`config.mk`:
```
export PLATFORM = sky130hd
export DESIGN_NAME = hazard_sequencer
export DESIGN_NICKNAME = d
export VERILOG_FILES = /design/src/rtl/hazard_sequencer_pkg.sv /design/src/rtl/hazard_sequencer_detect.sv /design/src/rtl/hazard_sequencer.sv
export SDC_FILE = /design/constraint.sdc
export NUM_CORES = 1
export LEC_CHECK = 0
export BUFFER_PORTS_ARGS = -buffer_cell sky130_fd_sc_hd__buf_2
export CORE_ASPECT_RATIO = 0.6
export CORE_UTILIZATION = 45
export CTS_CLUSTER_DIAMETER = 60
export DETAILED_ROUTE_END_ITERATION = 7
export PLACE_DENSITY = 0.68
export SLEW_MARGIN = 20
export SYNTH_ARGS = -nofsm -noshare
export SYNTH_HDL_FRONTEND = slang
export SYNTH_HIERARCHICAL = 1
export SYNTH_SLANG_ARGS = --single-unit
```
`constraint.sdc`:
```
create_clock -name CLK -period 3.5 [get_ports CLK]
set_input_delay 0.35 -clock CLK [delete_from_list [all_inputs] [get_ports CLK]]
set_output_delay 0.35 -clock CLK [all_outputs]
set_load 0.1 [all_outputs]
```
`src/rtl/hazard_sequencer_pkg.sv`:
```
// Shared types for the pipeline hazard sequencer: control bundle, FSM states,
// canonical output patterns and the memory-timeout default.
package my_pkg;

   typedef struct packed {
      logic PC_en;
      logic IF_ID_en;
      logic IF_ID_flush;
      logic Ctrl_Mux_DE;
      logic Pipe_en;
   } HAZARD_ctrl_o;

   typedef enum logic [1:0] {
      IDLE,
      RUN,
      FLUSH,
      MEM_WAIT
   } hz_state_e;

   localparam int unsigned MEM_TIMEOUT_DEFAULT = 255;

   localparam HAZARD_ctrl_o HZ_IDLE   = HAZARD_ctrl_o'(5'b00010);
   localparam HAZARD_ctrl_o HZ_RUN    = HAZARD_ctrl_o'(5'b11001);
   localparam HAZARD_ctrl_o HZ_STALL  = HAZARD_ctrl_o'(5'b00011);
   localparam HAZARD_ctrl_o HZ_FLUSH  = HAZARD_ctrl_o'(5'b11111);
   localparam HAZARD_ctrl_o HZ_FREEZE = HAZARD_ctrl_o'(5'b00000);

endpackage

```
`src/rtl/hazard_sequencer_detect.sv`:
```
// Combinational load-use comparator between the EX-stage load and the
// decode-stage source registers; x0 never matches.
module hazard_detect (
   input  logic       ex_memread,
   input  logic [4:0] ex_rd,
   input  logic [4:0] id_rs1,
   input  logic [4:0] id_rs2,
   input  logic       id_uses_rs2,
   output logic       load_use
);

   always_comb begin
      load_use = ex_memread && (ex_rd != 5'd0) &&
                 ((ex_rd == id_rs1) || (id_uses_rs2 && (ex_rd == id_rs2)));
   end

endmodule

```
`src/rtl/hazard_sequencer.sv`:
```
// Pipeline sequencer: start-up, load-use stalls, branch flushes and
// data-memory freeze with timeout, plus saturating stall/flush counters.
module hazard_sequencer
   import my_pkg::*;
#(
   parameter int unsigned FLUSH_CYCLES = 1,
   parameter int unsigned MEM_TIMEOUT  = MEM_TIMEOUT_DEFAULT,
   parameter int unsigned CNT_W        = 32
) (
   input  logic             CLK,
   input  logic             RST,
   input  logic             EN,
   input  logic             START,
   input  logic [4:0]       ID_Rs1,
   input  logic [4:0]       ID_Rs2,
   input  logic             ID_uses_rs2,
   input  logic             EX_MemRead,
   input  logic [4:0]       EX_Rd,
   input  logic             EX_branch_taken,
   input  logic             MEM_busy,
   output HAZARD_ctrl_o     HAZARD_o,
   output logic             busy,
   output logic             err,
   output logic [CNT_W-1:0] stall_cnt,
   output logic [CNT_W-1:0] flush_cnt
);

   localparam int unsigned WAIT_W = $clog2(MEM_TIMEOUT + 1);
   localparam logic [WAIT_W-1:0] WAIT_MAX = WAIT_W'(MEM_TIMEOUT);
   localparam logic [2:0] REM_INIT = 3'(FLUSH_CYCLES - 1);

   hz_state_e         state_q, state_d, ret_q, ret_d, eff_state;
   logic [2:0]        rem_q, rem_d;
   logic [WAIT_W-1:0] wait_q, wait_d;
   logic              err_q, err_d;
   logic [CNT_W-1:0]  stall_cnt_q, stall_cnt_d, flush_cnt_q, flush_cnt_d;
   logic              load_use;
   HAZARD_ctrl_o      hz_ctrl;

   hazard_detect u_detect (
      .ex_memread  (EX_MemRead),
      .ex_rd       (EX_Rd),
      .id_rs1      (ID_Rs1),
      .id_rs2      (ID_Rs2),
      .id_uses_rs2 (ID_uses_rs2),
      .load_use    (load_use)
   );

   always_ff @(posedge CLK) begin
      if (RST) begin
         state_q     <= IDLE;
         ret_q       <= RUN;
         rem_q       <= '0;
         wait_q      <= '0;
         err_q       <= 1'b0;
         stall_cnt_q <= '0;
         flush_cnt_q <= '0;
      end else begin
         state_q     <= state_d;
         ret_q       <= ret_d;
         rem_q       <= rem_d;
         wait_q      <= wait_d;
         err_q       <= err_d;
         stall_cnt_q <= stall_cnt_d;
         flush_cnt_q <= flush_cnt_d;
      end
   end

   // Once memory is ready, MEM_WAIT behaves exactly as the state it froze.
   always_comb begin
      eff_state = state_q;
      if (state_q == MEM_WAIT && !MEM_busy) eff_state = ret_q;
   end

   always_comb begin
      state_d     = state_q;
      ret_d       = ret_q;
      rem_d       = rem_q;
      wait_d      = wait_q;
      err_d       = err_q;
      stall_cnt_d = stall_cnt_q;
      flush_cnt_d = flush_cnt_q;
      if (EN) begin
         case (eff_state)
            IDLE: begin
               if (START && !err_q) state_d = RUN;
            end
            RUN: begin
               if (MEM_busy) begin
                  state_d = MEM_WAIT;
                  ret_d   = RUN;
                  wait_d  = WAIT_W'(1);
               end else if (EX_branch_taken) begin
                  wait_d = '0;
                  if (flush_cnt_q != '1) flush_cnt_d = flush_cnt_q + CNT_W'(1);
                  if (FLUSH_CYCLES > 1) begin
                     state_d = FLUSH;
                     rem_d   = REM_INIT;
                  end else begin
                     state_d = RUN;
                  end
               end else begin
                  state_d = RUN;
                  wait_d  = '0;
               end
            end
            FLUSH: begin
               if (MEM_busy) begin
                  state_d = MEM_WAIT;
                  ret_d   = FLUSH;
                  wait_d  = WAIT_W'(1);
               end else begin
                  wait_d  = '0;
                  rem_d   = rem_q - 3'd1;
                  state_d = (rem_q == 3'd1) ? RUN : FLUSH;
               end
            end
            default: begin
               if (wait_q == WAIT_MAX) begin
                  err_d   = 1'b1;
                  state_d = IDLE;
                  wait_d  = '0;
               end else begin
                  wait_d = wait_q + WAIT_W'(1);
               end
            end
         endcase
         if (state_q != IDLE && !hz_ctrl.PC_en && stall_cnt_q != '1)
            stall_cnt_d = stall_cnt_q + CNT_W'(1);
         if (state_q != IDLE && !START) begin
            state_d = IDLE;
            wait_d  = '0;
         end
      end
   end

   always_comb begin
      hz_ctrl = HZ_IDLE;
      if (EN) begin
         case (eff_state)
            RUN: begin
               if (MEM_busy)             hz_ctrl = HZ_FREEZE;
               else if (EX_branch_taken) hz_ctrl = HZ_FLUSH;
               else if (load_use)        hz_ctrl = HZ_STALL;
               else                      hz_ctrl = HZ_RUN;
            end
            FLUSH:    hz_ctrl = MEM_busy ? HZ_FREEZE : HZ_FLUSH;
            MEM_WAIT: hz_ctrl = HZ_FREEZE;
            default:  hz_ctrl = HZ_IDLE;
         endcase
      end
   end

   assign HAZARD_o  = hz_ctrl;
   assign busy      = (state_q != IDLE);
   assign err       = err_q;
   assign stall_cnt = stall_cnt_q;
   assign flush_cnt = flush_cnt_q;

endmodule

```
==> qor.csv <==
stage;metric;value;unit
clocking;Hold Buf Count CTS;0;
worst_setup_path;Crit path max-delay family;compound AO/OA/AOI/OAI gates;
logic_synthesis;mean post-synth cell area;8.31;sq um
global_route;gr ovfl total;0;
clocking;setup repair bufs after CTS;0;
global_route;Most Crowded Layer GR;met1;
logic_synthesis;synthesized area;4490;sq um
worst_setup_path;Worst Path Class, Setup;flip-flop to output port;
cells_and_area;Finished Core Util;56.1;%
cells_and_area;Antenna Cells;0;
routing;Total Wirelength;12.1;mm
logic_synthesis;Post-synth ARST share;0;%
worst_setup_path;Crit path buffers/inverters;4;
outcome;status;finished, final reports clean;
sta;fin crit share;89.0;%
placement;RePlAce Congestion;0.826;
worst_setup_path;Crit Path Max Fanout;10;
job;Max-cap violations;0;
worst_setup_path;Critical Path AT;2.76;ns
routing;DRT antenna net count;0;
cells_and_area;area of the multi-input gates;2670;sq um
worst_setup_path;Critical Path Start Type;flip-flop;
global_route;initial antenna violation count;0;
worst_setup_path;slowest CP cell;a2111o_1;
logic_synthesis;syn nets;572;
cells_and_area;register area;1600;sq um
sta;Final setup viols;0;
logic_synthesis;Seq/Total Area, Yosys;35.7;%
sta;unrepaired setup endpoints after global routing;no;
worst_hold_path;HP Class;input pin to flip-flop;
routing;Starting DRT DRC Count;370;
clocking;clock tree buffer depth;2;
clocking;H-tree depth;3;
floorplanning;Initial Util;47.6;%
sta;Slew Limit Fails;0;
floorplanning;core area;9430;sq um
cells_and_area;Fillers;898;
global_route;met1 global-route usage;37.1;%
clocking;CTS resizes;0;
routing;Detailed Routing Iterations Pass 1;4;
worst_setup_path;Reg2Reg Depth;9;
global_route;met2 GRT Util;34.1;%
worst_setup_path;cell mode on critical path;inv_1;
worst_hold_path;Hold Path Depth;3;
floorplanning;row count;27;
power_and_ir_drop;P_leak;1.94;nW
cells_and_area;layout cells sized above 1;21.7;%
floorplanning;Total Die Area;10400;sq um
worst_setup_path;CP required;3.15;ns
clocking;Clock Latency Late Sink;0.34;ns
routing;Vias;4524;
clocking;# clock sinks;80;
placement;dpl hpwl;8.64;mm
worst_setup_path;critical path depth in cells;8;
global_route;aggregate global-route resource usage;24.9;%
global_route;vias in the first global route;4099;
floorplanning;# IOs;94;
placement;I/O Buffers;93;
routing;detail-routed via count per cell;5.98;
logic_synthesis;Synth Flop Type;dfxtp_1;
global_route;largest net degree at the start of global routing;85;
clocking;CTS tree;yes;
worst_setup_path;worst-path cell chain;inv_1 -> o31a_1 -> inv_1 -> ha_1 -> nand2b_1 -> a2111o_1 -> inv_2 -> buf_2;
global_route;global-route wire length before repair;20.2;mm
power_and_ir_drop;Max IR drop VDD;0.244;mV
global_route;met3 Usage GRT;6.40;%
cells_and_area;Layout Area Growth over Synthesis;17.8;%
clocking;CTS Root Cell;clkbuf_16;
clocking;CTS buffer count;9;
power_and_ir_drop;Power Density;388;nW/um^2
sta;Slew Limit Headroom;54.8;%
sta;final worst path period need;3.11;ns
sta;final setup TNS;0;ns
sta;worst slew pin tran;0.679;ns
logic_synthesis;Synth Instances;540;
logic_synthesis;count of cell types in the netlist;61;
logic_synthesis;synthesized flop and latch total;80;
sta;Fmax achieved;321;MHz
clocking;clock-pin slew on the worst setup and hold paths;0.06;ns
cells_and_area;NumNets Final;656;
sta;Final Hold Viols;0;
worst_setup_path;Critical Path Max Stage Delay;0.58;ns
floorplanning;Die Ht;79.3;um
routing;DR WL/cell;16.0;um
worst_setup_path;crit path capture type;output port;
routing;Residual DRC;0;
logic_synthesis;Synth Warn #;6;
floorplanning;Die Wd;131;um
logic_synthesis;Post-synth EDFFs;0;
sta;Clock Skew;0.00758;ns
layer usage:
layer / part of all wire [%] / vias up
li1: - / 2189
met1: 51 / 2153
met2: 41 / 170
met3: 7.1 / 12
met4: 1.1 / 0
met5: 0 / -
stage by stage:
| stage | hold WS (ns) | worst slack (ns) | instance area [sq um] | total power [W] | cells |
|---|---|---|---|---|---|
| 2_1_floorplan | 0.437 | 0.000125 | 4490 | 0.00117 | 540 |
| 3_3_place_gp | 0.448 | 0.542 | 5030 | 0.00123 | 743 |
| 3_5_place_dp | 0.461 | 0.409 | 5030 | 0.00123 | 743 |
| 4_1_cts | 0.400 | 0.389 | 5290 | 0.00207 | 757 |
| 5_1_grt | 0.436 | 0.206 | 5290 | 0.00214 | 757 |
| 6_report | 0.417 | 0.386 | 5290 | 0.00205 | 757 |
cell usage after synthesis (all sizes together) (2+ instances only):
cell type / n / share of area [%]
o31ai: 26 / 4.4
nand2b: 4 / 0.56
a21oi: 51 / 5.7
nor4b: 3 / 0.59
or2: 3 / 0.42
nand3: 28 / 3.1
nor3: 11 / 1.5
a311oi: 2 / 0.39
o211ai: 2 / 0.33
nor2: 51 / 4.3
a2111o: 2 / 0.50
and3: 7 / 0.98
nand2: 33 / 2.8
o21ai: 18 / 2.0
clkbuf: 12 / 1.0
or4b: 3 / 0.67
inv: 20 / 1.7
a211oi: 3 / 0.50
nand4: 25 / 3.8
mux2: 8 / 2.0
nor2b: 11 / 1.5
o41ai: 2 / 0.39
mux2i: 2 / 0.45
buf: 14 / 2.1
and4: 5 / 0.98
a2111oi: 2 / 0.53
nor4: 13 / 2.6
or4: 28 / 4.9
xnor2: 17 / 3.3
ha: 9 / 2.5
xor2: 14 / 2.7
a21o: 2 / 0.33
dfxtp: 80 / 36
or3: 14 / 2.0
layout by cell type (no fill, tap or decap), types with 3 or more instances in the layout:
| cell type | n |
|---|---|
| buf_2 | 93 |
| dfxtp_1 | 80 |
| nor2_1 | 51 |
| a21oi_1 | 51 |
| nand2_1 | 33 |
| nand3_1 | 28 |
| o31ai_1 | 26 |
| or4_1 | 26 |
| nand4_1 | 23 |
| inv_1 | 19 |
| o21ai_0 | 17 |
| xnor2_1 | 17 |
| or3_1 | 14 |
| xor2_1 | 14 |
| nor2b_1 | 11 |
| nor4_1 | 10 |
| nor3_1 | 9 |
| ha_1 | 9 |
| clkbuf_16 | 9 |
| and3_1 | 7 |
| mux2_2 | 6 |
| and4_1 | 5 |
| buf_4 | 5 |
| nand2b_1 | 4 |
| or2_2 | 3 |
| a211oi_1 | 3 |
| or4b_1 | 3 |
| nor4b_1 | 3 |
| clkinv_2 | 3 |
cell type report:
cell class | instances | area share, %
multi-input cells | 414 | 50.5
flip-flops and latches | 80 | 30.3
repair buffers | 99 | 9.90
clock buffers | 10 | 4.33
well taps | 130 | 3.08
inverters | 20 | 1.42
clock inverters | 4 | 0.450
power by group:
| group | total [W] | leakage, nW | internal [W] | switching (W) |
|---|---|---|---|---|
| Sequential | 0.000936 | 0.645 | 0.000921 | 0.0000153 |
| Clock | 0.000832 | 0.128 | 0.000469 | 0.000363 |
| Combinational | 0.000280 | 1.17 | 0.0000769 | 0.000203 |
kinds of logic (layout without fill, tap and decap cells):
logic type,Yosys count,after routing,share of synthesized area [%]
AOI/OAI and AO/OA,120,120,16.8
DFF,80,80,35.7
and+or+nand+nor,244,244,31.7
buffers and inverters,46,133,4.77
adders and majority gates,9,9,2.51
muxes,10,10,2.45
xor gates and xnor gates,31,31,6.05
flip-flops by register name, indices dropped and copies added, names as in the netlist:
register   cells
err            1
state_q        2
wait_q         8
ret_q          2
stall_cnt     32
rem_q          3
flush_cnt     32
worst register-to-register path: cells and delay by family (launching register included):
kind            cells  cell delay (ns)
simple gates        3             1.03
buf+inv             2             0.18
compound gates      2             0.60
fa+ha+maj           1             0.28
mux                 1             0.37
flops               1             0.39
worst paths after layout:
kind	endpoint	slack, ns	from
setup / recovery	HAZARD_o[4]	0.39	state_q[1]
setup reg to reg	stall_cnt[8]	0.55	state_q[1]
hold / removal	ret_q[1]	0.42	MEM_busy
hold reg to reg	ret_q[1]	0.47	ret_q[1]
Note: power is estimated with default switching activity, not from simulation.
